==> config.mk <==
export PLATFORM = sky130hd
export DESIGN_NAME = conv_1st_drain
export DESIGN_NICKNAME = d
export VERILOG_FILES = /design/src/rtl/conv_1st_pkg.sv /design/src/rtl/conv_1st_bank.sv /design/src/rtl/conv_1st_drain.sv
export SDC_FILE = /design/constraint.sdc
export NUM_CORES = 1
export LEC_CHECK = 0
export ABC_AREA = 1
export BUFFER_PORTS_ARGS = -buffer_cell sky130_fd_sc_hd__buf_2
export CAP_MARGIN = 10
export CORE_MARGIN = 2
export CORE_UTILIZATION = 50
export DETAILED_ROUTE_END_ITERATION = 10
export PLACE_DENSITY = 0.7
export SETUP_SLACK_MARGIN = 0.15
export SYNTH_ARGS = -nofsm -noshare
export SYNTH_HDL_FRONTEND = slang
export SYNTH_SLANG_ARGS = --single-unit
==> constraint.sdc <==
create_clock -name clk -period 17.25 [get_ports clk]
set_input_delay 3.45 -clock clk [delete_from_list [all_inputs] [get_ports clk]]
set_output_delay 3.45 -clock clk [all_outputs]
set_load 0.005 [all_outputs]
==> src/rtl/conv_1st_pkg.sv <==
// Shared constants and drain FSM encoding for the first-layer convolution drain path.
package conv_1st_pkg;

  localparam int LANES = 40;
  localparam int DW    = 8;
  localparam int LW    = 6;

  typedef enum logic {
    IDLE   = 1'b0,
    STREAM = 1'b1
  } drain_state_t;

endpackage

==> src/rtl/conv_1st_bank.sv <==
// One LANES x DW result bank: whole-vector write on we, combinational lane read.
// Contents are deliberately not reset; the full flags in the drain decide validity.
module conv_1st_bank
  import conv_1st_pkg::*;
(
  input  logic                clk,
  input  logic                we,
  input  logic [LANES*DW-1:0] din,
  input  logic [LW-1:0]       sel,
  output logic [DW-1:0]       dout
);

  logic [DW-1:0] mem [LANES];

  always_ff @(posedge clk) begin
    if (we) begin
      for (int k = 0; k < LANES; k++) begin
        mem[k] <= din[k*DW +: DW];
      end
    end
  end

  // Indices past the last lane never occur in use; return zero rather than X.
  always_comb begin
    dout = '0;
    if (sel < LW'(LANES)) dout = mem[sel];
  end

endmodule

==> src/rtl/conv_1st_drain.sv <==
// Ping-pong capture of conv result vectors, drained one lane/cycle on valid/ready; lane 0 the cycle after valid_i.
// Upstream cannot stall: one spare bank absorbs slack, a vector arriving with both banks held is dropped and flagged.
module conv_1st_drain
  import conv_1st_pkg::*;
(
  input  logic                clk,
  input  logic                rst,
  input  logic [LANES*DW-1:0] conv_i,
  input  logic                valid_i,
  input  logic                clr_ovf_i,
  output logic [DW-1:0]       data_o,
  output logic [LW-1:0]       lane_o,
  output logic                last_o,
  output logic                valid_o,
  input  logic                ready_i,
  output logic                overflow_o,
  output logic                busy_o
);

  localparam logic [LW-1:0] LAST_LANE = LW'(LANES - 1);

  drain_state_t  state, state_nxt;
  logic [1:0]    full, full_nxt;
  logic [1:0]    bank_we, release_b;
  logic          wr_sel, rd_sel;
  logic [LW-1:0] lane_cnt;
  logic          overflow;
  logic          xfer, last_xfer, accept, drop;
  logic [DW-1:0] rd_dat [2];

  assign xfer      = (state == STREAM) && ready_i;
  assign last_xfer = xfer && (lane_cnt == LAST_LANE);

  always_comb begin
    release_b = '0;
    if (last_xfer) release_b[rd_sel] = 1'b1;
  end

  // A bank being released by this cycle's last beat may be refilled at the same edge.
  assign accept = valid_i && (!full[wr_sel] || release_b[wr_sel]);
  assign drop   = valid_i && !accept;

  always_comb begin
    bank_we = '0;
    if (accept) bank_we[wr_sel] = 1'b1;
  end

  assign full_nxt = (full & ~release_b) | bank_we;

  always_ff @(posedge clk or posedge rst) begin
    if (rst) state <= IDLE;
    else     state <= state_nxt;
  end

  // Looking at full_nxt lets a fresh capture start streaming the very next cycle.
  always_comb begin
    state_nxt = state;
    case (state)
      IDLE:    if (full_nxt[rd_sel]) state_nxt = STREAM;
      STREAM:  if (last_xfer && !full_nxt[~rd_sel]) state_nxt = IDLE;
      default: state_nxt = IDLE;
    endcase
  end

  always_ff @(posedge clk or posedge rst) begin
    if (rst) begin
      full     <= '0;
      wr_sel   <= 1'b0;
      rd_sel   <= 1'b0;
      lane_cnt <= '0;
      overflow <= 1'b0;
    end else begin
      full <= full_nxt;
      if (accept) wr_sel <= ~wr_sel;
      if (last_xfer) begin
        rd_sel   <= ~rd_sel;
        lane_cnt <= '0;
      end else if (xfer) begin
        lane_cnt <= lane_cnt + 1'b1;
      end
      if (clr_ovf_i)  overflow <= 1'b0;
      else if (drop)  overflow <= 1'b1;
    end
  end

  for (genvar b = 0; b < 2; b++) begin : gen_bank
    conv_1st_bank u_bank (
      .clk  (clk),
      .we   (bank_we[b]),
      .din  (conv_i),
      .sel  (lane_cnt),
      .dout (rd_dat[b])
    );
  end

  assign valid_o    = (state == STREAM);
  assign data_o     = valid_o ? rd_dat[rd_sel] : '0;
  assign lane_o     = lane_cnt;
  assign last_o     = valid_o && (lane_cnt == LAST_LANE);
  assign overflow_o = overflow;
  assign busy_o     = |full;

endmodule

==> results of run 1 <==
[layout by cell type, fill, tap and decap left out, drive strengths merged]
cell type | Yosys | routed
a21oi | 10 | 10
nand2 | 722 | 722
dfrtp | 12 | 12
diode | 0 | 19
nor2 | 115 | 115
o211ai | 29 | 29
xor2 | 2 | 2
o41ai | 1 | 1
ha | 1 | 1
or2 | 3 | 3
clkinv | 2 | 24
a31oi | 1 | 1
o221ai | 3 | 3
bufinv | 0 | 4
nor4 | 1 | 1
o21ai | 74 | 74
edfxtp | 640 | 640
inv | 97 | 101
o22ai | 2 | 2
nand4 | 1 | 1
buf | 121 | 361
clkbuf | 16 | 87
clkinvlp | 0 | 1
nand3 | 421 | 421
[synthesized netlist by cell type (2+ instances only)]
master    instances
nand2_1         722
inv_1            95
dfrtp_1          12
xor2_1            2
buf_4            13
buf_1             9
o211ai_1         29
o221ai_1          3
nand3_1         421
o22ai_1           2
o21ai_0          52
buf_2            69
nor2_1          113
buf_6            29
o21ai_1          22
clkbuf_1         16
a21oi_1          10
edfxtp_1        640
or2_1             2
clkinv_1          2
[cells by family (layout without fill, tap and decap cells)]
logic type,count (synthesis),in the layout,synth area share [%]
AO/OA/AOI/OAI,120,120,2.58
XOR/XNOR,2,2,0.0653
adder cells (fa/ha/maj),1,1,0.0467
buffers and inverters,236,578,4.70
AND/OR/NAND/NOR,1263,1263,19.8
other,0,19,0
flip-flops,652,652,72.8
[through the flow]
step | total power (W) | hold slack, ns | std cells | utilization, % | setup slack, ns
5_1_grt | 0.00476 | 0.563 | 3310 | 58.5 | 9.05
3_5_place_dp | 0.00318 | 0.513 | 3186 | 54.4 | 10.06
4_1_cts | 0.00458 | 0.537 | 3304 | 58.4 | 9.39
2_1_floorplan | 0.00274 | 0.481 | 2274 | - | 4.46
6_report | 0.00455 | 0.531 | 3323 | 58.5 | 9.40
3_3_place_gp | 0.00316 | 0.523 | 3186 | 54.4 | 10.06
[final timing paths]
check / slack, ns / cells past startpoint / to
worst min register to register: 0.53 / 1 / full[0]$_DFF_PP0_
worst max-delay path: 9.40 / 13 / data_o[4]
max in group asynchronous: 13.98 / 2 / lane_o[0]$_DFFE_PP0P_
worst max register to register: 11.55 / 10 / gen_bank[0].u_bank.mem[25][2]$_DFFE_PP_
worst min-delay path: 0.53 / 1 / full[0]$_DFF_PP0_
min in group asynchronous: 2.87 / 2 / valid_o$_DFF_PP0_
[power by group]
group / total, W / internal [W] / switching, W
logic: 0.00129 / 0.000363 / 0.000928
registers: 0.00186 / 0.00180 / 0.0000549
clock network: 0.00140 / 0.000813 / 0.000592
[critical path, delay by kind of cell (launching register included)]
kind / cells / cell delay, ns
buf+inv: 3 / 1.50
simple gates: 10 / 1.35
flops: 1 / 0.64
[routing by layer]
metal  vias up  routed length, um  global-route usage, %
met1      8838              26900                   31.7
met2       747              36000                   43.8
met3       184               5960                   6.24
li1       8512                  -                      -
met4        30               3110                   11.3
met5         -                189                      0
[registers in the layout, summed over array words and instances, names as in the netlist]
signal	count
full	2
gen_bank.u_bank.mem	640
lane_o	6
overflow_o	1
rd_sel	1
valid_o	1
wr_sel	1
[area by class of cell]
| class | count | area (sq um) | area share, % |
|---|---|---|---|
| Tap cell | 688 | 861 | 2.79 |
| Inverter | 99 | 383 | 1.24 |
| Clock inverter | 31 | 277 | 0.896 |
| Timing Repair Buffer | 361 | 1890 | 6.13 |
| Sequential cell | 652 | 19500 | 63.3 |
| Clock buffer | 87 | 1840 | 5.95 |
| Antenna cell | 19 | 47.5 | 0.154 |
| Multi-Input combinational cell | 1386 | 6050 | 19.6 |
==> flow_summary.json, run 1 <==
{
  "status": "complete, no violations",
  "ys_top_cells_by_area": "edfxtp_1 72%, nand2_1 10%, nand3_1 7.9%",
  "start_kind": "flip-flop",
  "core_sq_um": 52800,
  "cts.sinks": 652,
  "clk_path_buf_depth": 3,
  "drt_iter0_drc": 1827,
  "seq_area_frac_synth_pct": 72.8,
  "rsz0062_at_grt": "no",
  "ys.flop_type": "edfxtp_1",
  "startpoint": "lane_o[0]$_DFFE_PP0P_",
  "synthToLayoutAreaGrowth_pct": 15.1,
  "die_y_um": 236,
  "nNetsFinal": 2894,
  "root_buffer": "clkbuf_16",
  "antenna_found_initial": 28,
  "cts-buffers-inserted": 68,
  "final_antenna_net_count": 0,
  "synth_largest_area_cell": "edfxtp_1",
  "finalClockSkew_ns": 0.0195,
  "port_buffers": 342,
  "post_cts_buffers": 0,
  "clk_pin_slew_ns": 0.06,
  "slowest_stage": "buf_4",
  "synth_cells": 2274,
  "via_count": 18300,
  "yosysUniqueCellTypes": 31,
  "grt_max_degree": 193,
  "grt-ovfl-total": 0,
  "hold_viol_final": 0,
  "timing.slew.headroom_pct": 20.3,
  "cts_resized": 0,
  "grt_use_total_pct": 25.9,
  "grt_pass1_vias": 18100,
  "avgSynthCellArea_sq_um": 11.8,
  "syn_area_sq_um": 26800,
  "min_path_type": "reg -> reg",
  "crit_chain": "inv_8 -> buf_4 -> nand2_1 -> nand3_1 -> nand3_1 -> nand2_1 -> nand2_1 -> nand3_1 -> nand3_1 -> nand2_1 -> nand2_1 -> nor2_1 -> buf_2",
  "remaining_drc_errors": 0,
  "cellPowerDensity_nw_per_um2": 147,
  "gp_congestion": 0.846,
  "yosys.area.top_type_share_pct": 71.7,
  "wl_mm": 72.2,
  "synth_fp_nets": 2600,
  "ios": 343,
  "drtPass1Iterations": 6,
  "clock.fmax_mhz": 127,
  "cts_hold_buf": 0,
  "drive_gt1_share_pct": 17.8,
  "finalCriticalPeriod_ns": 7.85,
  "required_ns": 13.80,
  "setup_viol": 0,
  "viasPerCell": 5.51,
  "r2r-start": "lane_o[1]$_DFFE_PP0P_",
  "worst_pin_slew_ns": 1.20,
  "synth_seq_cells": 652,
  "nFillCells": 4256,
  "start_util_pct": 50.8,
  "fin_crit_sh_pct": 45.5,
  "hpwlAfterDp_mm": 46.7,
  "grt_first_pass_wirelength_mm": 108,
  "h-tree-depth": 3,
  "synth_edf_count": 640,
  "cp.arrival_ns": 4.40,
  "die_w_um": 236,
  "clock_latency_ns": 0.60,
  "timing.max_cap.violations": 0,
  "worstSetupPathType": "reg -> out",
  "synthArstFlopShare_pct": 1.84,
  "fin_setup_tns_ns": 0,
  "placed_cell_area_sq_um": 28700,
  "cts_tree": "built",
  "ir_drop_uv": 88.0,
  "final_cell_area_sq_um": 30900,
  "ys_warn_count": 0,
  "min_from": "wr_sel$_DFFE_PP0N_",
  "p_leak_nw": 11.9,
  "max_stage_delay_ns": 0.83,
  "row_count": 84,
  "cp-end-kind": "primary output",
  "worst-path-max-fanout": 144,
  "post_drt_wl_per_cell_um": 21.7,
  "crit_top_cell": "nand2_1",
  "finalMaxSlewViolations": 0,
  "die_area_sq_um": 55500
}
Power figures use the tool's default switching activity.
==> run 2: changes to the inputs <==
--- a/config.mk
+++ b/config.mk
@@ -11,7 +11,7 @@
 export CORE_MARGIN = 2
 export CORE_UTILIZATION = 50
 export DETAILED_ROUTE_END_ITERATION = 10
-export PLACE_DENSITY = 0.7
+export PLACE_DENSITY = 0.73
 export SETUP_SLACK_MARGIN = 0.15
 export SYNTH_ARGS = -nofsm -noshare
 export SYNTH_HDL_FRONTEND = slang
==> constraint.sdc (replaced) <==
create_clock -name clk -period 7 [get_ports clk]
set_input_delay 1.4 -clock clk [delete_from_list [all_inputs] [get_ports clk]]
set_output_delay 1.4 -clock clk [all_outputs]
set_load 0.005 [all_outputs]
==> run 2 against run 1 <==
Against the previous run:
- count of clock-buffer cells in the layout shrank 2
- sequential share of layout area is essentially flat
- critical path depth is the same
- die area is the same
- via count grew 0.73%
- first-iteration DRC count grew 10%
- clock skew shrank 0.0046 ns
- routed wire length shrank 1.1%
- register-to-register slack lost 9.2 ns
- final area is essentially flat
- non-clock buffer count shrank 2
- largest power group unchanged
- highest routed layer unchanged
==> flow_summary.json, run 2 (synthesis results as in run 1) <==
{
  "final_common_cell": "nand2_1",
  "cts-buffers-inserted": 68,
  "cts.sinks": 652,
  "drtPass1Iterations": 7,
  "crit_chain": "inv_8 -> buf_12 -> nand2_1 -> nand3_1 -> nand3_1 -> nand2_1 -> nand2_1 -> nand3_1 -> nand3_1 -> nand2_1 -> inv_1 -> nor2_1 -> buf_2",
  "worst-path-max-fanout": 146,
  "via_count": 18400,
  "p_leak_nw": 11.9,
  "cts_hold_buf": 0,
  "drive_gt1_share_pct": 18.0,
  "port_buffers": 342,
  "viasPerCell": 5.56,
  "final_cell_area_sq_um": 30900,
  "startpoint": "lane_o[0]$_DFFE_PP0P_",
  "power_w": 0.0112,
  "die_w_um": 236,
  "r2r_setup_slack_ns": 2.35,
  "nNetsFinal": 2892,
  "setup_viol": 0,
  "h-tree-depth": 3,
  "fin_crit_sh_pct": 78.8,
  "hpwlAfterDp_mm": 46.7,
  "cp-end-kind": "primary output",
  "finish.utilization_pct": 58.6,
  "finalClockSkew_ns": 0.0149,
  "stdcell_count": 3315,
  "rsz0062_at_grt": "no",
  "ir_drop_uv": 258,
  "start_util_pct": 50.8,
  "finalMaxSlewViolations": 0,
  "post_cts_buffers": 0,
  "core_sq_um": 52800,
  "remaining_drc_errors": 0,
  "grt_first_pass_wirelength_mm": 106,
  "min_path_type": "reg -> reg",
  "post_drt_wl_per_cell_um": 21.5,
  "largest_register_ffs": 640,
  "antenna_found_initial": 14,
  "placed_cell_area_sq_um": 28800,
  "worstSetupPathType": "reg -> out",
  "clock.fmax_mhz": 181,
  "root_buffer": "clkbuf_16",
  "required_ns": 5.60,
  "clk_path_buf_depth": 3,
  "finalCriticalPeriod_ns": 5.52,
  "r2r-start": "lane_o[1]$_DFFE_PP0P_",
  "layout_common_cells": "715 x nand2_1, 640 x edfxtp_1, 421 x nand3_1",
  "final_antenna_net_count": 0,
  "status": "complete, no violations",
  "worst_pin_slew_ns": 1.12,
  "endpoint": "data_o[4]",
  "drt_iter0_drc": 2010,
  "grt_pass1_vias": 18200,
  "die_area_sq_um": 55500,
  "cp.arrival_ns": 4.12,
  "grt-ovfl-total": 0,
  "cts_resized": 0,
  "start_kind": "flip-flop",
  "wl_mm": 71.4,
  "crit_family": "buffers and inverters",
  "cellPowerDensity_nw_per_um2": 362,
  "synthToLayoutAreaGrowth_pct": 15.2,
  "gp_congestion": 0.843,
  "fin_setup_tns_ns": 0,
  "max_stage_delay_ns": 0.75,
  "slowest_stage": "dfrtp_4",
  "regMostFlops": "gen_bank.u_bank.mem",
  "critPathBufInv": 4,
  "clock_latency_ns": 0.60,
  "rr_endpoint": "gen_bank[0].u_bank.mem[32][2]$_DFFE_PP_",
  "r2r_cells": 9,
  "worst-path-stages": 13,
  "grt_max_degree": 182,
  "ios": 343,
  "dp_cells": 3184,
  "hold_viol_final": 0,
  "cts_tree": "built",
  "timing.slew.headroom_pct": 25.1,
  "row_count": 84,
  "die_y_um": 236,
  "timing.max_cap.violations": 0,
  "grt_use_total_pct": 25.5,
  "clk_pin_slew_ns": 0.06
}
## run 2: cell types whose count changed in the layout (fill, tap and decap cells not counted), moves of 2 or more
cell,delta
clkinv_1,+3
diode_2,-7
nand2_2,+6
clkinvlp_4,+4
nand2_1,-7
buf_12,+2
buf_4,-4
inv_6,-2
clkbuf_8,-2
## run 2: power by group
part	internal, W	total, W	switching (W)
registers	0.00444	0.00467	0.000233
logic	0.000893	0.00305	0.00216
clock network	0.00200	0.00346	0.00146
## run 2: worst register-to-register path, stage by stage, from the launching register on
cell and delay [ns]:
dfrtp_4 0.94, buf_4 0.83, ha_1 0.43, nand4_2 0.21, nor2_4 0.22, nand2_2 0.09
nand2_2 0.10, nand2_2 0.08, nor2_4 0.36, buf_4 0.90
## run 2: metal layers
metal,wire length [um],global-route usage (%)
met1,27100,31.5
met2,35600,43.2
met3,5030,4.53
met4,3710,13.2
met5,16,0
## run 2: how the worst min path moves through the flow
stage                                start                endpoint  slack (ns)  depth (start not counted)
finish              overflow_o$_DFFE_PP0P_  overflow_o$_DFFE_PP0P_        0.50                          2
detailed placement  overflow_o$_DFFE_PP0P_  overflow_o$_DFFE_PP0P_        0.49                          2
global placement    overflow_o$_DFFE_PP0P_  overflow_o$_DFFE_PP0P_        0.49                          2
CTS                 overflow_o$_DFFE_PP0P_  overflow_o$_DFFE_PP0P_        0.50                          2
global route        overflow_o$_DFFE_PP0P_  overflow_o$_DFFE_PP0P_        0.55                          2
floorplan           overflow_o$_DFFE_PP0P_  overflow_o$_DFFE_PP0P_        0.49                          2
## run 2: stage by stage
stage                     hold WS (ns)  setup slack, ns
after floorplan                  0.486           0.0525
after global placement           0.486             2.14
after detailed placement         0.486             2.15
after CTS                        0.503             1.50
after global routing             0.549             1.24
final                            0.498             1.48
## run 2: cell type report
type / instances / area [sq um]
clock buffer: 85 / 1830
tap: 688 / 861
multi-input combinational: 1386 / 6080
antenna: 12 / 30.0
sequential: 652 / 19500
clock inverter: 34 / 273
inverter: 99 / 383
timing repair buffer: 359 / 1900
fill: 4249 / 21900
